`config.mk`:
```
export PLATFORM = sky130hd
export DESIGN_NAME = choose_cursor_ctrl
export DESIGN_NICKNAME = d
export VERILOG_FILES = /design/src/rtl/choose_cursor_ctrl.sv
export SDC_FILE = /design/constraint.sdc
export NUM_CORES = 1
export LEC_CHECK = 0
export CAP_MARGIN = 20
export CORE_MARGIN = 1
export CORE_UTILIZATION = 43
export CTS_CLUSTER_SIZE = 10
export DETAILED_ROUTE_END_ITERATION = 7
export PLACE_DENSITY = 0.72
export SLEW_MARGIN = 20
export SYNTH_ARGS = -nofsm -noshare
export SYNTH_HDL_FRONTEND = slang
export SYNTH_SLANG_ARGS = --single-unit
```
`constraint.sdc`:
```
create_clock -name clk -period 2 [get_ports clk]
set_input_delay 0.4 -clock clk [delete_from_list [all_inputs] [get_ports clk]]
set_output_delay 0.4 -clock clk [all_outputs]
set_load 0.02 [all_outputs]
```
`src/rtl/choose_cursor_ctrl.sv`:
```
// choose_cursor_ctrl
// Cursor controller for the choose scene. It turns debounced button levels
// into moves over a 2x4 selection grid and updates the cursor only at frame
// boundaries. The confirmed choice goes to the game FSM over a valid/ready
// handshake.
//
// Optional feature: define CHOOSE_CURSOR_AUTO_REPEAT_EN to add per-direction
// auto-repeat. A held direction then injects an extra move every
// REPEAT_FRAMES frames. In the default build no repeat counters exist.
//
// Grid mapping: id = row*4 + col + 1. The zero-based index id-1 therefore
// splits into {row, col[1:0]}, which makes wrap-around free in 2-bit and
// 1-bit arithmetic.
module choose_cursor_ctrl #(
  parameter logic [7:0] INIT_ID       = 8'd1,
  parameter int         REPEAT_FRAMES = 20
) (
  input  logic       clk,
  input  logic       rst_n,
  input  logic       enable,
  input  logic       frame_start,
  input  logic       btn_up,
  input  logic       btn_down,
  input  logic       btn_left,
  input  logic       btn_right,
  input  logic       btn_confirm,
  input  logic       btn_cancel,
  output logic [7:0] pokemon_id,
  output logic       sel_valid,
  output logic [7:0] sel_id,
  input  logic       sel_ready,
  output logic       busy
);

  typedef enum logic [1:0] {
    S_IDLE   = 2'd0,
    S_BROWSE = 2'd1,
    S_OFFER  = 2'd2,
    S_DONE   = 2'd3
  } state_t;

  // Button vector bit order: 0 up, 1 down, 2 left, 3 right, 4 confirm, 5 cancel
  localparam int B_UP      = 0;
  localparam int B_DOWN    = 1;
  localparam int B_LEFT    = 2;
  localparam int B_RIGHT   = 3;
  localparam int B_CONFIRM = 4;
  localparam int B_CANCEL  = 5;

  state_t      state;
  logic [5:0]  btn_vec;
  logic [5:0]  prev_level;
  logic [5:0]  press;
  logic [4:0]  pending;
  logic [3:0]  rep_press;
  logic [3:0]  eff_dir;
  logic        eff_confirm;
  logic [2:0]  cur_idx;
  logic        row_next;
  logic [1:0]  col_next;
  logic [7:0]  next_id;
  logic        in_browse;

  assign btn_vec   = {btn_cancel, btn_confirm, btn_right, btn_left, btn_down, btn_up};
  assign press     = btn_vec & ~prev_level;
  assign in_browse = (state == S_BROWSE);

  // Previous levels reset high, so a button held through reset is not a press
  always_ff @(posedge clk or negedge rst_n) begin
    if (!rst_n) begin
      prev_level <= '1;
    end else begin
      prev_level <= btn_vec;
    end
  end

  // Sticky per-frame press accumulation, valid only while browsing
  always_ff @(posedge clk or negedge rst_n) begin
    if (!rst_n) begin
      pending <= '0;
    end else if (!in_browse || frame_start) begin
      pending <= '0;
    end else begin
      pending <= pending | press[4:0];
    end
  end

`ifdef CHOOSE_CURSOR_AUTO_REPEAT_EN
  localparam int         CW       = (REPEAT_FRAMES > 1) ? $clog2(REPEAT_FRAMES) : 1;
  localparam logic [CW-1:0] CNT_LAST = CW'(REPEAT_FRAMES - 1);

  genvar gi;
  generate
    for (gi = 0; gi < 4; gi++) begin : g_repeat
      logic [CW-1:0] frame_cnt;

      // Count frames with this direction held; wrap and fire on the last one
      always_ff @(posedge clk or negedge rst_n) begin
        if (!rst_n) begin
          frame_cnt <= '0;
        end else if (!in_browse || !btn_vec[gi]) begin
          frame_cnt <= '0;
        end else if (frame_start) begin
          if (frame_cnt == CNT_LAST) begin
            frame_cnt <= '0;
          end else begin
            frame_cnt <= frame_cnt + 1'b1;
          end
        end
      end

      assign rep_press[gi] = in_browse && btn_vec[gi] && frame_start &&
                             (frame_cnt == CNT_LAST);
    end
  endgenerate
`else
  assign rep_press = '0;
`endif

  // A press landing on the frame_start cycle itself still counts for that frame
  assign eff_dir     = pending[3:0] | press[3:0] | rep_press;
  assign eff_confirm = pending[B_CONFIRM] | press[B_CONFIRM];

  // Next cursor position from the pending moves of this frame
  always_comb begin
    cur_idx  = 3'(pokemon_id - 8'd1);
    row_next = cur_idx[2];
    col_next = cur_idx[1:0];
    if (eff_dir[B_LEFT] && !eff_dir[B_RIGHT]) begin
      col_next = cur_idx[1:0] - 2'd1;
    end else if (eff_dir[B_RIGHT] && !eff_dir[B_LEFT]) begin
      col_next = cur_idx[1:0] + 2'd1;
    end
    if (eff_dir[B_UP] ^ eff_dir[B_DOWN]) begin
      row_next = ~cur_idx[2];
    end
    next_id = {5'd0, row_next, col_next} + 8'd1;
  end

  // Scene FSM with registered cursor, selection and busy outputs
  always_ff @(posedge clk or negedge rst_n) begin
    if (!rst_n) begin
      state      <= S_IDLE;
      pokemon_id <= INIT_ID;
      sel_valid  <= 1'b0;
      sel_id     <= 8'd0;
      busy       <= 1'b0;
    end else if (!enable) begin
      state     <= S_IDLE;
      sel_valid <= 1'b0;
      busy      <= 1'b0;
    end else begin
      case (state)
        S_IDLE: begin
          state <= S_BROWSE;
          busy  <= 1'b0;
        end
        S_BROWSE: begin
          if (frame_start) begin
            if (eff_confirm) begin
              sel_id    <= pokemon_id;
              sel_valid <= 1'b1;
              busy      <= 1'b1;
              state     <= S_OFFER;
            end else begin
              pokemon_id <= next_id;
            end
          end
        end
        S_OFFER: begin
          // Handshake takes priority over a simultaneous cancel
          if (sel_ready) begin
            sel_valid <= 1'b0;
            state     <= S_DONE;
          end else if (press[B_CANCEL]) begin
            sel_valid <= 1'b0;
            busy      <= 1'b0;
            state     <= S_BROWSE;
          end
        end
        S_DONE: begin
          sel_valid <= 1'b0;
          busy      <= 1'b1;
        end
        default: begin
          state <= S_IDLE;
        end
      endcase
    end
  end

endmodule

```
==> results.txt, run 1 <==
The flow ran to the end, but the final reports show violations. The checks that failed: negative setup slack. Among all stages on the critical path, the largest delay is contributed by clkdlybuf4s50_1. The number of antenna violations at the first check in global routing came to 0. The chip height came out at 53.8 um. In this design, the stage delay of the slowest critical-path cell is 0.43 ns. The effective utilization at floorplan is 46.1%.

The post-route netlist has 21.3% of its cells at a drive strength greater than 1. Derived from the worst setup path, the maximum achievable clock frequency is 499 MHz. In this run the worst path has a maximum fanout of 2. The overall die width came out at 53.8 um. The cell sitting at the root of the clock tree is a clkbuf_4. The count of endpoints failing setup in the final report is 1. The final weighted congestion of routability-driven global placement came out at 0.807. STA puts the critical path data required time at 2.21 ns.

The worst setup slack after layout is -0.00501 ns. The maximum number of buffers from clock root to sink came out at 2. The violation count after the first detailed-route iteration came out at 4.

For this block, the via count after detailed routing is 846. The placeable core region is 2500 um2. After detailed routing, the number of vias per cell comes to 5.10. The clock period minus final worst setup slack is 2.01 ns. During placement, the flow inserted port buffers numbering 20. The cell area after technology mapping is 1150 um2. The diode insertion count for antenna repair is 0.

After routing the design area is 1460 um2. TritonCTS built the clock tree. Once placement finished, the instance area stood at 1390 um2.

The detailed-route wire length came out at 2230 um. The number of remaining DRC errors is 0. The count of final hold-check violations came to 0. The unique cell type count in the Yosys netlist came out at 31. The number of buffers created by CTS came out at 3. Walking the worst path, the cells encountered are clkdlybuf4s50_1 -> nor2b_1 -> or3_4 -> o22ai_4 -> xnor2_2 -> ha_1 -> mux2_2. The setup path with the least slack is of type in -> reg. The power density over the cells is 1350 nW/um2. The share of the yosys chip area belonging to registers is 50.7%. The total overflow left after global routing is 0.

The count of final max-slew check failures came out at 0. STA classifies the critical path endpoint as a flop. Setup repair after global routing could not meet its margin everywhere. STA classifies the critical path startpoint as a primary input.

The final sum of negative setup slack came out at -0.00501 ns. The clock drives 23 sinks. The worst-case setup slack after placement is -0.335 ns. The clock-pin slew of the registers on the worst-case setup and hold paths is 0.13 ns. The wire length per cell is 13.4 um. The die footprint came out at 2890 um2.

The first TritonRoute pass finished after 4 iterations. The maximum clock skew at final layout is 0.00873 ns. The HPWL after detailed placement is 1500 um. The count of max-cap constraint violations came out at 0. The leakage dissipation is 0.654 nW.

After the last flow step, the layout net total stands at 154. The peak supply drop came out at 0.734 mV. The overall global routing resource usage is 16.6%. After synthesis, the share of flip-flops with an asynchronous set or reset is 100%.

After floorplanning, the core was divided into 18 placement rows. The final critical-path share of the clock period came out at 100%. Entering global routing, the biggest net connects 24 pins. The maximum level of the CTS H-tree came out at 1. The I/O pin count is 29. The number of enable-type register cells in the synthesized netlist came out at 0. Synthesis produced a netlist whose cell count is 108.

The number of synthesis warnings is 0. The global-route wire length before repair is 3350 um. The post-synthesis register bit count came out at 23.

The synthesis-to-layout area growth came out at 26.4%. The most used flip-flop cell after synthesis is dfrtp_1. The number of global-route vias before repair came to 779. The completed layout was analyzed and its total power is 0.00196 W.

The source-to-sink clock delay at the later pin of the worst-skew pair is 0.32 ns. Once detail routing completed, the nets flagged for antenna violations numbered 0. The signal arrival time at the worst endpoint is 2.22 ns. Dividing the synthesized area by the synthesized cell count gives 10.7 um2. The path class of the tightest hold or removal check is in -> async.
what timing repair did:
action | 4_1_cts | 5_1_grt
pin swaps | 0 | 4
resized for setup | 1 | 5
setup buffers | 0 | 2
cloned | 0 | 0
hold buffers | 0 | 0
endpoints found under the setup margin | 1 | 1
area by class of cell:
cell class / count / area [um2]
clock buffers: 4 / 26.3
inverters: 9 / 33.8
flip-flops and latches: 23 / 584
fillers: 237 / 1040
well taps: 30 / 37.5
multi-input cells: 73 / 522
repair buffers: 27 / 253
critical path, delay by kind of cell:
kind / cells / cell delay [ns]
buffers and inverters: 1 / 0.43
adder cells (fa/ha/maj): 1 / 0.26
AO/OA/AOI/OAI: 1 / 0.20
AND/OR/NAND/NOR: 2 / 0.51
XOR/XNOR: 1 / 0.15
multiplexers: 1 / 0.26
cell usage in the layout, fill, tap and decap left out, types with 2 or more instances in the layout:
cell	Yosys	routed
nand2_1	7	7
buf_4	8	7
nor2b_1	3	3
clkbuf_4	0	3
nand4_1	3	3
conb_1	1	8
inv_1	8	8
o21ai_0	2	2
xnor2_1	5	4
nor2_2	0	2
clkdlybuf4s50_1	0	20
dfrtp_1	16	16
dfstp_2	7	7
o21ai_1	4	4
ha_1	6	6
mux2_2	3	3
nor2_1	9	7
or3_4	0	2
a21oi_1	8	8
nand2b_1	2	2
synth_stat cells, drive strengths merged (3+ instances only):
cell type	n	area (um2)
dfrtp	16	400
a21oi	8	40.0
nor2	9	33.8
nand4	3	18.8
buf	8	60.1
dfstp	7	184
nor2b	4	32.5
xnor2	5	43.8
ha	6	75.1
inv	9	33.8
mux2	3	33.8
o21ai	6	30.0
nand2	7	26.3
sequential cells by signal, summed over array words and instances (netlist names):
name,flops
busy,1
pending,5
pokemon_id,4
prev_level,6
sel_id,4
sel_valid,1
state,2
cell families (layout without fill, tap and decap cells):
kind of cell	after synthesis	in the layout	share of synthesized area (%)
xor gates and xnor gates	6	6	5.75
AOI/OAI and AO/OA	21	21	11.5
buffers and inverters	19	40	8.80
DFF	23	23	50.7
and+or+nand+nor	29	29	13.5
muxes	3	3	2.93
adders and majority gates	6	6	6.51
other	1	8	0.325
stage by stage:
step                      util [%]  hold slack, ns  instances
after floorplan                  -           0.104        115
after global placement        55.5           0.467        160
after detailed placement      55.5           0.483        160
after CTS                     56.8           0.426        164
after global routing          58.3           0.435        166
final                         58.3           0.416        166
final timing paths:
check                         startpoint       endpoint  slack, ns  cells after the start
min in group clk             btn_confirm  prev_level[4]       0.49                      1
setup / recovery               btn_right  pokemon_id[1]     -0.005                      7
max in group asynchronous          rst_n  prev_level[3]       1.30                      2
hold reg to reg               pending[1]     pending[1]       0.51                      2
hold / removal                     rst_n      sel_id[1]       0.42                      2
setup reg to reg           pokemon_id[0]  pokemon_id[1]       0.01                      6
power breakdown:
| group | internal (W) | switching [W] | total (W) |
|---|---|---|---|
| sequential | 0.000594 | 0.0000991 | 0.000693 |
| clock | 0.0000781 | 0.000143 | 0.000221 |
| combinational | 0.000537 | 0.000509 | 0.00105 |
| total | 0.00121 | 0.000751 | 0.00196 |
layer usage:
layer / GRT usage, % / part of all wire, % / vias to the layer above
met2: 25.3 / 47 / 36
li1: - / - / 405
met3: 1.98 / 5.7 / 5
met1: 21.1 / 45 / 400
met5: 0 / 0 / -
met4: 12.7 / 2.6 / 0
(Power assumes the default switching activity.)
==> run 2: changes to the inputs <==
--- a/config.mk
+++ b/config.mk
@@ -10,6 +10,8 @@
 export CORE_UTILIZATION = 43
 export CTS_CLUSTER_SIZE = 10
 export DETAILED_ROUTE_END_ITERATION = 7
+export GPL_TIMING_DRIVEN = 0
+export MAX_ROUTING_LAYER = met4
 export PLACE_DENSITY = 0.72
 export SLEW_MARGIN = 20
 export SYNTH_ARGS = -nofsm -noshare
==> constraint.sdc (replaced) <==
create_clock -name clk -period 2 [get_ports clk]
set_input_delay 0.4 -clock clk [delete_from_list [all_inputs] [get_ports clk]]
set_output_delay 0.4 -clock clk [all_outputs]
set_load 0.005 [all_outputs]
==> results.txt, run 2 (same netlist as run 1, synthesis figures left out) <==
The count of endpoints failing setup in the final report came out at 0. The die footprint came out at 2890 um2. The count of final hold-check violations came out at 0. The number of remaining DRC errors is 0. Summing all flip-flop and latch instances after layout gives 584 um2. The synthesis-to-layout area growth came out at 29.0%. The effective utilization at floorplan came out at 46.1%. In the final design database the tool counted 159 nets. The worst register-to-register path begins at pokemon_id[0]. Leaving out fill and tap cells, the most frequent cell in the layout is clkdlybuf4s50_1. The worst setup path is of the in -> reg kind. The violation count after the first detailed-route iteration is 10. The die is 53.8 um tall. The number of antenna violations at the first check in global routing came out at 0. In the final layout, the multi-input gates occupy 520 um2. The first detailed-routing pass ran for 4 iterations. The diode insertion count for antenna repair came out at 0. The required time at the worst-slack endpoint is 2.22 ns.

For the finished layout, the period the worst path requires is 1.98 ns. Counting flops per register, the top entry is prev_level. The worst-case IR drop observed on VDD is 0.869 mV. The source-to-sink clock delay at the later pin of the worst-skew pair came out at 0.32 ns.

The final route contains 844 vias. Summed over all cells, the static leakage comes to 0.682 nW. After legalization and detailed placement, the total HPWL measured 1560 um. The global route total overflow came out at 0. The count of final max-slew check failures is 0. In this run the critical register-to-register path is captured at pokemon_id[1].

In this run the worst hold path is classified as in -> async. The overall global routing resource usage came out at 17.4%. The tightest hold path in the finished design has a slack of 0.0266 ns. In the final layout, the registers with the most flip-flops are prev_level x6, pending x5. The core utilization of the finished layout came out at 59.5%.

The transition time at the pin with the least slew margin came out at 0.561 ns. The I/O pin count came out at 29. The number of global-route vias before repair is 781. The power density over the cells is 1230 nW/um2.

The maximum number of pins on one net before global-route repair is 24. The register-to-register setup slack is 0.02 ns. The wire length per cell is 12.5 um. The number of buffers created by CTS came out at 3. The number of input and output port buffers inserted came out at 20.

After layout, the worst path uses 99.2% of the clock period. The maximum clock frequency came out at 504 MHz. In the layout the commonest cells are clkdlybuf4s50_1, dfrtp_1, buf_4. The count of max-cap constraint violations came out at 0. The worst pin sits at a relative slew slack of 62.6%. In this design, the stage delay of the slowest critical-path cell is 0.44 ns. The placeable core region is 2500 um2. The tree is rooted in a clkbuf_4. The signal arrival time at the worst endpoint is 2.21 ns. The detailed-route wire length came out at 2140 um.

The global-route wire length before repair is 3420 um. After clock tree synthesis, the flow added hold-fix buffers numbering 0. The element type at the critical path end is a flop. The slowest stage cell on the critical path is or3_2.

In this run the number of H-tree levels came out at 1. Measured along the x axis, the die boundary spans 53.8 um. The count of cells along the worst register-to-register path came out at 6.

The average via count per standard cell is 4.94. The maximum fanout encountered on the critical timing path is 2. The flow ran to the end, and the final reports show no timing, DRC or antenna violations. The number of flip-flops under the largest register name came out at 6. The maximum number of buffers from clock root to sink came out at 2. Setup repair after global routing could not meet its margin everywhere. STA classifies the critical path startpoint as a primary input.

The count of nets left with antenna violations once routing finished came out at 0. Tracing the worst setup path back leads to its startpoint at btn_left. The final weighted congestion of routability-driven global placement came out at 0.798. The clock tree from TritonCTS is done. For this design, the sink count on the clock tree is 23. The clock-pin slew of the registers on the worst-case setup and hold paths came out at 0.14 ns. The critical path goes through clkdlybuf4s50_1 -> nor2b_4 -> or3_2 -> o22ai_4 -> xnor2_2 -> ha_1 -> mux2_2.

The maximum clock skew at final layout came out at 0.0144 ns. The share of post-route cells with drive strength above 1 is 23.4%. The row count came out at 18.

The filler cell count in the final layout came out at 225.
## run 2: through the flow
stage               TNS (ns)  power, W  setup WS, ns  cells  instance area, um2
floorplan                  0   0.00118         0.124    115                1180
global placement      -0.571   0.00145        -0.314    165                1420
detailed placement    -0.822   0.00149        -0.340    165                1420
CTS                        0   0.00172       0.00944    169                1450
global route         -0.0314   0.00198       -0.0314    171                1490
finish                     0   0.00183        0.0170    171                1490
## run 2: worst max-delay path by stage
stage / end / slack [ns]
4_1_cts: pokemon_id[1] / 0.009
3_3_place_gp: pokemon_id[1] / -0.31
3_5_place_dp: pokemon_id[1] / -0.34
6_report: pokemon_id[1] / 0.02
2_1_floorplan: pokemon_id[1] / 0.12
5_1_grt: pokemon_id[1] / -0.03
## run 2: cell type report
type / instances / share of cell area [%]
Clock inverter: 1 / 0.505
Clock buffer: 3 / 1.52
Sequential cell: 23 / 39.3
Inverter: 9 / 2.44
Tap cell: 30 / 2.53
Timing Repair Buffer: 22 / 14.1
Buffer: 10 / 4.55
Multi-Input combinational cell: 73 / 35.0
## run 2: critical path: cells and delay by family
family	cells	cell delay, ns
xor+xnor	1	0.15
buf+inv	1	0.42
fa+ha+maj	1	0.25
mux	1	0.26
compound gates	1	0.17
simple gates	2	0.57
## run 2: metal layers
metal  wire [um]  GRT usage (%)
met1         969           22.0
met2        1010           27.2
met3         139           2.82
met4          19           7.89
met5           0              -
## run 2: repair_timing
item                                   in CTS  in global routing
setup endpoints to repair                   0                  2
buffers inserted                            0                  2
gates resized for setup                     0                  5
endpoints found under the hold margin       0                  0
## run 2: where the power goes
group	total, W	leakage, nW	internal, W	switching (W)
Clock	0.000222	0.0139	0.0000763	0.000145
Sequential	0.000690	0.286	0.000594	0.0000966
Combinational	0.000922	0.382	0.000529	0.000393
Total	0.00183	0.682	0.00120	0.000635
==> run 3: changes to the inputs <==
--- a/config.mk
+++ b/config.mk
@@ -5,9 +5,12 @@
 export SDC_FILE = /design/constraint.sdc
 export NUM_CORES = 1
 export LEC_CHECK = 0
+export ABC_AREA = 1
 export CAP_MARGIN = 20
+export CELL_PAD_IN_SITES_DETAIL_PLACEMENT = 2
+export CELL_PAD_IN_SITES_GLOBAL_PLACEMENT = 2
 export CORE_MARGIN = 1
-export CORE_UTILIZATION = 43
+export CORE_UTILIZATION = 25
 export CTS_CLUSTER_SIZE = 10
 export DETAILED_ROUTE_END_ITERATION = 7
 export GPL_TIMING_DRIVEN = 0
==> results.txt, run 3 <==
The final instance area came out at 1620 um2. The maximum level of the CTS H-tree is 1. The worst setup slack after layout came out at 0.183 ns.

The signal on the critical path passes through clkdlybuf4s50_1 -> a21oi_1 -> nand3_1 -> nand3_1 -> nand2_1 -> ha_1 -> nand2_1 -> o21ai_0 -> nand2_1 -> o21ai_1. The global route total overflow came out at 0. The die footprint came out at 5360 um2. In this run, post-CTS repair resized a total of 0 instances.

For this run, the share of the core covered by cells in the final layout is 33.8%. In this run the critical register-to-register path is launched from pokemon_id[0]. The first-pass iteration count of the detailed router is 4. Timing analysis after detailed placement gives a worst setup slack of -0.155 ns. In the final layout, the share of cells above drive strength 1 is 14.7%. The clock tree from TritonCTS is done. The chip height is 73.2 um. The register with the most flip-flops in the final layout is prev_level. The gate count after technology mapping came out at 160. In the routed design, unresolved DRC markers number 0. The worst setup path is captured at a flop.

The maximum fanout encountered on the critical timing path came out at 5. The wire length per cell is 11.7 um. At the worst endpoint, the arrival time is 1.98 ns. The multi-input combinational cells in the finished layout cover a total of 547 um2. The synthesis-to-layout area growth is 27.7%. The final critical-path share of the clock period came out at 90.8%. The average via count per standard cell came out at 4.28. The overall die width came out at 73.2 um. The most numerous cell type found on the critical path is nand2_1. In the synthesized netlist, the cells that appear most often are nand2_1, inv_1, dfrtp_1, nand3_1. The headroom to the max-slew limit is 63.8%. The overall power of the completed layout is 0.00184 W. The transition time at the pin with the least slew margin is 0.543 ns.

After clock tree synthesis, the flow added hold-fix buffers numbering 0. In this run the number of cells on the critical path is 10. The count of max-cap constraint violations is 0. The delay of the slowest critical-path stage came out at 0.46 ns.

The count of endpoints failing setup in the final report came out at 0. Yosys attributes the largest share of cell area to dfrtp_1, dfstp_2, nand2_1. The total vias in the final route came out at 1105.

The number of global-route vias before repair is 1196. At the worst endpoint, the required time is 2.16 ns. The count of final max-slew check failures is 0. The post-CTS setup buffer count is 0. The maximum number of buffers from clock root to sink came out at 2. The register with the most flip-flops in the layout has 6 of them.

Once the floorplan was initialized, standard cells occupied 26.5% of the core. The number of antenna diodes in the final layout is 0. The HPWL after detailed placement is 2530 um.

Across the VDD grid, the largest voltage drop is 0.341 mV. Setup repair after global routing left no endpoint under its margin. The storage element area came out at 584 um2. The maximum clock frequency is 550 MHz. The detailed-route wire length came out at 3020 um.

At the end of routability-driven placement, the weighted congestion stood at 0.790. After filler insertion, the fill cell instance count of the layout stands at 576. On the final layout, the worst hold slack is 0.104 ns.

The worst setup path is launched from a primary input. The placeable core region came out at 4790 um2. The number of nets with antenna violations after routing came out at 0. The global-route wire length before repair came out at 5230 um. dfrtp_1 takes more of the synthesized area than any other cell. The overall global routing resource usage came out at 13.2%. The largest registers in the layout are prev_level x6, pending x5. In this run the power density over the cells is 1140 nW/um2. The worst path in the final design needs a cycle of 1.82 ns, including I/O delays and setup. The run finished with clean final reports. The post-synthesis register bit count came out at 23. The row count is 25. The synthesized netlist contains 18 unique library cells. Entering global routing, the biggest net connects 24 pins.

The cell family contributing the most delay on the critical path is compound AO/OA/AOI/OAI gates. The share of the yosys chip area belonging to registers came out at 46.1%. The violation count after the first detailed-route iteration came out at 16. The most common library cell in the layout ignoring fill and taps is nand2_1.

The final net count came out at 209. The most frequent cell after synthesis is nand2_1. The number of synthesis warnings is 0.

In this run the mean area of a mapped cell was 7.92 um2. Among all stages on the critical path, the largest delay is contributed by clkdlybuf4s50_1. The setup path with the least slack is of type in -> reg. The total clock sinks came out at 23. The cell sitting at the root of the clock tree is a clkbuf_8. After clock tree synthesis, the clock-pin slew on the worst setup and hold paths is 0.09 ns. The source-to-sink clock delay at the later pin of the worst-skew pair is 0.27 ns. The I/O pin count is 29. The cell area after technology mapping came out at 1270 um2. Summed over its instances, the top area cell type makes up 31.6% of the synthesized netlist area.

The number of enable-type register cells in the synthesized netlist is 0. The post-placement cell area came out at 1570 um2. The number of buffers created by CTS came out at 3. The maximum clock skew at final layout is 0.00305 ns. The number of antenna violations at the first check in global routing is 0.

The async set-or-reset flop fraction in the synthesized netlist is 100%. The leakage dissipation is 0.830 nW. Together, buffers and inverters on the worst path number 1. The type of the most critical hold path is in -> async. The predominant post-synthesis flop cell is dfrtp_1. The number of input and output port buffers inserted is 20. The count of cells along the worst register-to-register path came out at 10.

The start point of the critical path is btn_left. The top cell types in the final layout, fill and taps aside, are nand2_1, inv_1, clkdlybuf4s50_1. The register-to-register setup slack is 0.25 ns. The count of final hold-check violations is 0.
## run 3: cell types whose count changed after synthesis, sizes merged, moves of 3 or more
cell | before | now
inv | 9 | 25
o21ai | 6 | 12
a21oi | 8 | 5
nor2b | 4 | 0
xnor2 | 5 | 0
nand4 | 3 | 0
nand3 | 0 | 16
nand2 | 7 | 51
## run 3: worst register-to-register path, cell delays in order, from the launching register on
cell and delay (ns):
dfstp_2 0.58, inv_1 0.10, ha_1 0.31, inv_1 0.04, nand3_1 0.07, nand2_1 0.08
ha_1 0.20, nand2_1 0.07, o21ai_0 0.07, nand2_1 0.07, o21ai_1 0.05
## run 3: stage by stage
step,cells,setup TNS [ns]
after floorplan,167,0
after global placement,254,-0.0852
after detailed placement,254,-0.261
after CTS,258,0
after global routing,258,0
final,258,0
## run 3: routing by layer
layer	wire length, um	vias up	global-route usage (%)
met2	1620	23	24.5
met3	127	4	3.45
met5	0	-	-
met4	23	0	2.61
met1	1250	541	14.1
li1	-	537	-
## run 3: layout make-up
| class | count | share of cell area, % |
|---|---|---|
| multi-input combinational | 110 | 33.8 |
| clock inverter | 1 | 0.309 |
| clock buffer | 3 | 2.55 |
| sequential | 23 | 36.1 |
| timing repair buffer | 20 | 12.1 |
| inverter | 26 | 6.34 |
| tap | 67 | 5.18 |
| buffer | 8 | 3.71 |
## run 3: power breakdown
group	internal, W	total, W	switching [W]
sequential	0.000598	0.000688	0.0000902
combinational	0.000397	0.000854	0.000457
clock	0.000139	0.000299	0.000160
total	0.00113	0.00184	0.000707
## run 3: cells by family after synthesis
group           Yosys count  share of synthesized area [%]
other cells               1                          0.296
fa+ha+maj                 6                           5.92
flops                    23                           46.1
simple gates             78                           26.1
buf+inv                  34                           12.8
mux                       1                           1.18
compound gates           17                           7.60
## run 3: path summary, 6_finish.rpt
| path | endpoint |
|---|---|
| worst max-delay path | pokemon_id[2] |
| worst min-delay path | sel_id[3] |
| worst max register to register | pokemon_id[2] |
| worst min register to register | sel_id[2] |
| max in group asynchronous | prev_level[3] |
| min in group clk | sel_id[2] |
